**src/rtl/memory_arbiter.sv**
```systemverilog
// memory_arbiter: shares one memory command port between an instruction-fetch
// requester (i_*) and a data-stage requester (d_*). One read may be outstanding
// at a time; stores are fire-and-forget and never leave IDLE.
//
// Ports:
//   clk, rst_n            clock, asynchronous active-low reset
//   i_cmd_start/ready     fetch request handshake, i_addr fetch address
//   i_rdata/_valid        fetch response (pass-through of memory response)
//   d_cmd_start/ready     data request handshake, d_cmd_write selects store
//   d_addr/wdata/wmask    data command payload
//   d_rdata/_valid        load response (pass-through of memory response)
//   mem_cmd_*             command towards memory, mem_cmd_ready from memory
//   mem_rdata/_valid      memory read response
//
// Build option: define ARB_ROUND_ROBIN_EN for round-robin arbitration; the
// default build uses fixed priority with the data requester over fetch.
module memory_arbiter (
  input  logic        clk,
  input  logic        rst_n,
  input  logic        i_cmd_start,
  output logic        i_cmd_ready,
  input  logic [31:0] i_addr,
  output logic [31:0] i_rdata,
  output logic        i_rdata_valid,
  input  logic        d_cmd_start,
  input  logic        d_cmd_write,
  output logic        d_cmd_ready,
  input  logic [31:0] d_addr,
  input  logic [31:0] d_wdata,
  input  logic [31:0] d_wmask,
  output logic [31:0] d_rdata,
  output logic        d_rdata_valid,
  output logic        mem_cmd_start,
  output logic        mem_cmd_write,
  input  logic        mem_cmd_ready,
  output logic [31:0] mem_addr,
  output logic [31:0] mem_wdata,
  output logic [31:0] mem_wmask,
  input  logic [31:0] mem_rdata,
  input  logic        mem_rdata_valid
);

  localparam int unsigned DW = 32;
  localparam logic [DW-1:0] ALL_ONES = '1;

  typedef enum logic { IDLE = 1'b0, READ_WAIT = 1'b1 } state_t;
  typedef enum logic { REQ_D = 1'b0, REQ_I = 1'b1 } req_t;

  state_t state, state_nxt;
  req_t   gnt, gnt_nxt;
  req_t   owner, owner_nxt;

  logic in_idle;
  logic granted_start;
  logic other_start;
  logic accept;
  logic accept_read;
  req_t gnt_other;

  assign in_idle       = (state == IDLE);
  assign granted_start = (gnt == REQ_D) ? d_cmd_start : i_cmd_start;
  assign other_start   = (gnt == REQ_D) ? i_cmd_start : d_cmd_start;
  assign gnt_other     = (gnt == REQ_D) ? REQ_I : REQ_D;

  // Readies are a function of state/gnt/mem ready only, never of any start.
  assign i_cmd_ready = rst_n & in_idle & (gnt == REQ_I) & mem_cmd_ready;
  assign d_cmd_ready = rst_n & in_idle & (gnt == REQ_D) & mem_cmd_ready;

  // Command mux; fetches are always full-word reads.
  assign mem_cmd_start = rst_n & in_idle & granted_start;
  assign mem_cmd_write = (gnt == REQ_D) ? d_cmd_write : 1'b0;
  assign mem_addr      = (gnt == REQ_D) ? d_addr      : i_addr;
  assign mem_wdata     = (gnt == REQ_D) ? d_wdata     : ALL_ONES;
  assign mem_wmask     = (gnt == REQ_D) ? d_wmask     : ALL_ONES;

  assign accept      = mem_cmd_start & mem_cmd_ready;
  assign accept_read = accept & ~mem_cmd_write;

  // Response routing: only the owner of the outstanding read sees data.
  assign i_rdata       = (!in_idle && owner == REQ_I) ? mem_rdata : ALL_ONES;
  assign d_rdata       = (!in_idle && owner == REQ_D) ? mem_rdata : ALL_ONES;
  assign i_rdata_valid = rst_n & !in_idle & (owner == REQ_I) & mem_rdata_valid;
  assign d_rdata_valid = rst_n & !in_idle & (owner == REQ_D) & mem_rdata_valid;

  // State, grant and owner registers.
  always_ff @(posedge clk or negedge rst_n) begin
    if (!rst_n) begin
      state <= IDLE;
      gnt   <= REQ_D;
      owner <= REQ_D;
    end else begin
      state <= state_nxt;
      gnt   <= gnt_nxt;
      owner <= owner_nxt;
    end
  end

  // Next-state, grant update and read ownership.
  always_comb begin
    state_nxt = state;
    gnt_nxt   = gnt;
    owner_nxt = owner;
    case (state)
      IDLE: begin
        if (accept_read) begin
          state_nxt = READ_WAIT;
          owner_nxt = gnt;
        end
`ifdef ARB_ROUND_ROBIN_EN
        if (accept) begin
          gnt_nxt = gnt_other;
        end else if (!granted_start && other_start) begin
          gnt_nxt = gnt_other;
        end
`else
        // Data requester wins any idle cycle it asks in; grant is sticky on accept.
        if (!accept) begin
          if (d_cmd_start) begin
            gnt_nxt = REQ_D;
          end else if (!granted_start && other_start) begin
            gnt_nxt = gnt_other;
          end
        end
`endif
      end
      READ_WAIT: begin
        if (mem_rdata_valid) begin
          state_nxt = IDLE;
        end
      end
      default: state_nxt = IDLE;
    endcase
  end

endmodule

```
**config.mk**
```make
export PLATFORM = sky130hd
export DESIGN_NAME = memory_arbiter
export DESIGN_NICKNAME = d
export VERILOG_FILES = /design/src/rtl/memory_arbiter.sv
export SDC_FILE = /design/constraint.sdc
export NUM_CORES = 1
export LEC_CHECK = 0
export CORE_AREA = 2 2 131 133
export CTS_CLUSTER_DIAMETER = 100
export DETAILED_ROUTE_END_ITERATION = 8
export DIE_AREA = 0 0 133 135
export GPL_TIMING_DRIVEN = 1
export PLACE_DENSITY_LB_ADDON = 0.12
export SYNTH_ARGS = -nofsm -noshare
export SYNTH_HDL_FRONTEND = slang
export SYNTH_SLANG_ARGS = --single-unit
```
**constraint.sdc**
```tcl
create_clock -name clk -period 2.3 [get_ports clk]
set_clock_uncertainty 0.2 [all_clocks]
set_input_delay 0.23 -clock clk [delete_from_list [all_inputs] [get_ports clk]]
set_output_delay 0.23 -clock clk [all_outputs]
set_load 0.01 [all_outputs]
```
### After elaboration in Yosys (flattened, before gate mapping)

Index checks and enable logic that the tools add are counted.

| storage, ports and cells | value |
|---|---|
| memories kept | 0 |
| input bits | 167 |
| bits in read-only memories | 0 |
| memory bits (writable) | 0 |
| flip-flop bits (word level) | 3 |
| latch bits | 0 |

| cells by class | value |
|---|---|
| reduce and logical (&&, ||, !) cells | 7 |
| multiplexer cells | 14 |
| bitwise gates (word level) | 18 |
| shift-type cells | 0 |
| magnitude comparators | 0 |
| divide/modulo/power cells | 0 |
| add/subtract/negate cells | 0 |
| multipliers | 0 |
| equal/unequal tests | 0 |

Operator list:

| operator | count |
|---|---|
| 32-bit 2-to-1 mux | 5 |
| 1-bit AND | 13 |
| 1-bit 2-to-1 mux | 8 |
| 1-bit inverter | 5 |
| 1-bit logical AND | 3 |
| 3-bit AND reduction | 1 |
| 1-bit one-hot mux with 2 select lines | 1 |
| 2-bit AND reduction | 1 |
| 2-bit nonzero test | 1 |
| 1-bit zero test | 1 |

### Logic depth before layout (Yosys ltp)

| logic depth | value |
|---|---|
| depth after elaboration | 7 |
| gate-level depth with buffers | 4 |

### Least setup slack after synthesis

No wires, ideal clock.

| timing path | value |
|---|---|
| path type | reg2reg |
| start | register state |
| end | register owner |
| path buffers | 0 |
| library setup time | 125 ps |
| data required time | 1975 ps |
| stages on the path, launching flop included | 4 |
| slack | 610 ps |
| arrival | 1365 ps |
| clock period less this slack | 1690 ps |
| cells stage by stage | dfrtp_1 > nand2b_1 > or4_4 > mux2_4 |

| between the ends | value |
|---|---|
| cells in the longest elaborated chain, start to end | 6 |

RTL lines:

| element | line | text |
|---|---|---|
| from (decl) | 49 | `state_t state, state_nxt;` |
| from (signal assigned) | 92 | `state <= state_nxt;` |
| 1-bit inverter (no source line) * | - |  |
| 1-bit AND (2 in a row) | 70 | `assign mem_cmd_start = rst_n & in_idle & granted_start;` |
| 1-bit AND | 76 | `assign accept = mem_cmd_start & mem_cmd_ready;` |
| 1-bit AND | 77 | `assign accept_read = accept & ~mem_cmd_write;` |
| 2-bit AND reduction (no source line) * | - |  |
| to (signal assigned) | 94 | `owner <= owner_nxt;` |
| to (decl) | 51 | `req_t owner, owner_nxt;` |

Every way passes the cells marked *; elsewhere a longest branch is shown, timed or not.
A chain may end at the register's enable or synchronous reset.

### Worst setup path after layout

| timing path | value |
|---|---|
| start | register gnt |
| end | output port mem_addr[5] |

| between the ends | value |
|---|---|
| cells in the longest elaborated chain, start to end | 1 |

RTL lines:

| element | line | text |
|---|---|---|
| from (decl) | 50 | `req_t gnt, gnt_nxt;` |
| from (signal assigned) | 93 | `gnt <= gnt_nxt;` |
| 32-bit 2-to-1 mux | 72 | `assign mem_addr = (gnt == REQ_D) ? d_addr : i_addr;` |
| to (decl) | 36 | `output logic [31:0] mem_addr,` |

Every way passes these cells.

==> results by group <==
Status
  • Status: finished clean

CTS
  • Total CTS buffers: 3
  • Hold buffers post-CTS: 0
  • H-tree depth: 1
  • Max Root-Sink Buffers: 2
  • Clock Latency Late Sink: 0.22 ns
  • Postcts setup bufs: 0
  • Clock Pin Slew Worst Setup and Hold Paths: 0.03 ns
  • Cell chosen for the clock root: clkbuf_16
  • Clock sinks: 3
  • TritonCTS clock tree: done
  • Post-CTS resize count: 0

STA
  • Final hold violation count: 0
  • Setup TNS: 0 ns
  • # setup viols final: 0
  • Period minus WS final: 2.23 ns
  • Final Cycle Share: roughly 97%
  • RSZ-0062 raised after global routing: no
  • Worst rel slew slack: 81.6%
  • Worst-Margin Slew: 0.276 ns
  • Fmax: 448 MHz
  • Max Slew Vio Count: 0

Synthesis
  • Syn Area/Cell: 7.07 sq um
  • Top cells by area, synth: or2_2, mux2_2, or3_1
  • Seq cells post-synth: 3
  • Seq/Total Area, Yosys: 5.23%
  • Syn Nets: between 300 and 400
  • Count of different cell masters after synthesis: 20
  • Cell count after synthesis: 203
  • Cell area after synthesis: 1440 sq um
  • Post-synth top area share: 41.8%
  • Synth warn: 0
  • Yosys top cell by area: or2_2

Global route
  • Gr ovfl total: 0
  • Vias in the first global route: about 2,800
  • Initial antenna violation count: 0
  • First-pass GRT wire length: 16,400 um
  • Total GRT Usage: 11.8%
  • Largest net degree at the start of global routing: 47

Routing
  • Wire per inst: 15.5 um
  • Drt drc: 0
  • Initial DRC count: 21
  • WL met1: 3740 um
  • Antenna-violating nets left: 0
  • Routed WL: 11,500 um
  • Met3 WL: around 1100 um
  • Vias per cell: 3.63
  • Wire length on met2: ~6600 um
  • Max layer used: met4
  • Via count: 2,715
  • Detailed Routing Iterations Pass 1: 4

Floorplan
  • Starting density of the core: 8.75%
  • Ports: between 300 and 400
  • Die Span Y: ~140 um
  • Core area: roughly 16,000 sq um
  • Die ar.: 18,000 sq um
  • FP Rows: 47
  • Chip width: 133 um

Placed design
  • Dpl hpwl: 10,300 um
  • Buffers on Ports: 332
  • RD Place Congestion: 0.729

Power
  • VDD IR-drop max: 0.217 mV
  • PwrDens: ~380 nW/um^2
  • Leakage power: 1.88 nW

Critical path
  • Setup CP Type: register to output port
  • R2r worst-path depth: 4
  • R2r setup slk: 0.33 ns
  • Req. time, crit path: 1.87 ns
  • CP endpoint kind: output port
  • Capturing point of the worst reg2reg path: owner$_DFFE_PN0P_
  • Startpoint types: register
  • WP data arrival: 1.80 ns
  • Critical R2R Launch: gnt$_DFFE_PN0P_
  • Crit path launch: gnt$_DFFE_PN0P_
  • Worst-path fanout max: between 40 and 50

Final layout
  • Final #Nets: 695
  • Share of cells above drive strength 1: 26.9%
  • Area Overhead vs Synth: 258%
  • Final Util: 31.3%
  • Number of diodes: 0

Worst hold path
  • Hold/Removal Path Class: input port to async pin

Job
  • Max Cap Viol: 0
[kinds of logic (layout without fill, tap and decap cells)]
family	count (synthesis)	after routing	synth area share [%]
AO/OA/AOI/OAI	3	3	1.31
flip-flops	3	3	5.23
multiplexers	34	34	26.9
buffers and inverters	22	346	6.02
AND/OR/NAND/NOR	141	141	60.6
[stage by stage]
| step | worst slack [ns] | power [mW] | hold slack (ns) | cell area, sq um | std cells |
|---|---|---|---|---|---|
| 2_1_floorplan | 0.610 | 0.690 | -0.266 | 1440 | 203 |
| 3_3_place_gp | 0.206 | 1.72 | 0.343 | 5060 | 743 |
| 3_5_place_dp | 0.206 | 1.73 | 0.345 | 5060 | 743 |
| 4_1_cts | 0.0428 | 2.01 | 0.115 | 5130 | 747 |
| 5_1_grt | 0.0146 | 2.09 | 0.145 | 5130 | 747 |
| 6_report | 0.0684 | 1.96 | 0.113 | 5130 | 747 |
[worst max-delay path: stages, from the launching register on]
cell and delay (ns):
dfrtp_4 0.45, buf_12 0.22, mux2_2 0.37, clkdlybuf4s50_1 0.52
[how the worst max path moves through the flow]
stage                         to  slack (ns)
2_1_floorplan  owner$_DFFE_PN0P_        0.61
3_3_place_gp       mem_cmd_start        0.21
3_5_place_dp   owner$_DFFE_PN0P_        0.21
4_1_cts              mem_addr[5]        0.04
5_1_grt              mem_addr[5]        0.01
6_report             mem_addr[5]        0.07
[power by group]
part	switching (mW)	internal (mW)
clock	0.0462	0.229
sequential	0.0159	0.0687
combinational	0.608	0.997
total	0.670	1.29
[Yosys cell counts]
cell / count
o21ai_0: 1
or3_1: 32
nand3_1: 1
mux2_4: 1
nor3_1: 2
buf_2: 3
o21ai_1: 1
dfrtp_1: 3
nor3b_1: 1
mux2i_1: 1
nand2b_1: 1
nor2b_1: 1
or4_4: 1
inv_1: 2
clkbuf_1: 17
mux2_2: 32
nor2_1: 2
a22o_1: 1
nand2_1: 4
or2_2: 96
[sequential cells by signal, summed over array words and instances, names as in the netlist]
register,flops
owner,1
state,1
gnt,1
[layer usage]
layer	GRT usage (%)	up-vias
met5	0	-
met4	2.63	0
met3	3.45	8
met2	24.5	166
met1	11.2	1225
li1	-	1316
[cell type report]
type,instances,area (sq um)
well taps,220,275
multi-input cells,178,1270
flip-flops and latches,3,78.8
clock buffers,4,78.8
repair buffers,340,3420
fillers,1700,11300
inverters,2,7.51
[cells in the final DEF, fill, tap and decap left out]
| master | n |
|---|---|
| nand3_1 | 1 |
| dfrtp_4 | 1 |
| nor2b_1 | 1 |
| o21ai_1 | 1 |
| inv_1 | 2 |
| buf_4 | 5 |
| clkdlybuf4s50_1 | 332 |
| mux2_4 | 1 |
| o21ai_0 | 1 |
| nand2b_1 | 1 |
| nor3b_1 | 1 |
| a22o_1 | 1 |
| clkbuf_16 | 3 |
| nor2_1 | 2 |
| buf_12 | 3 |
| dfrtp_1 | 2 |
| or4_4 | 1 |
| mux2i_1 | 1 |
| or3_1 | 32 |
| nor3_1 | 2 |
| mux2_2 | 32 |
| or2_2 | 96 |
| clkbuf_1 | 1 |
| nand2_1 | 4 |
Note: power is estimated with default switching activity, not from simulation.
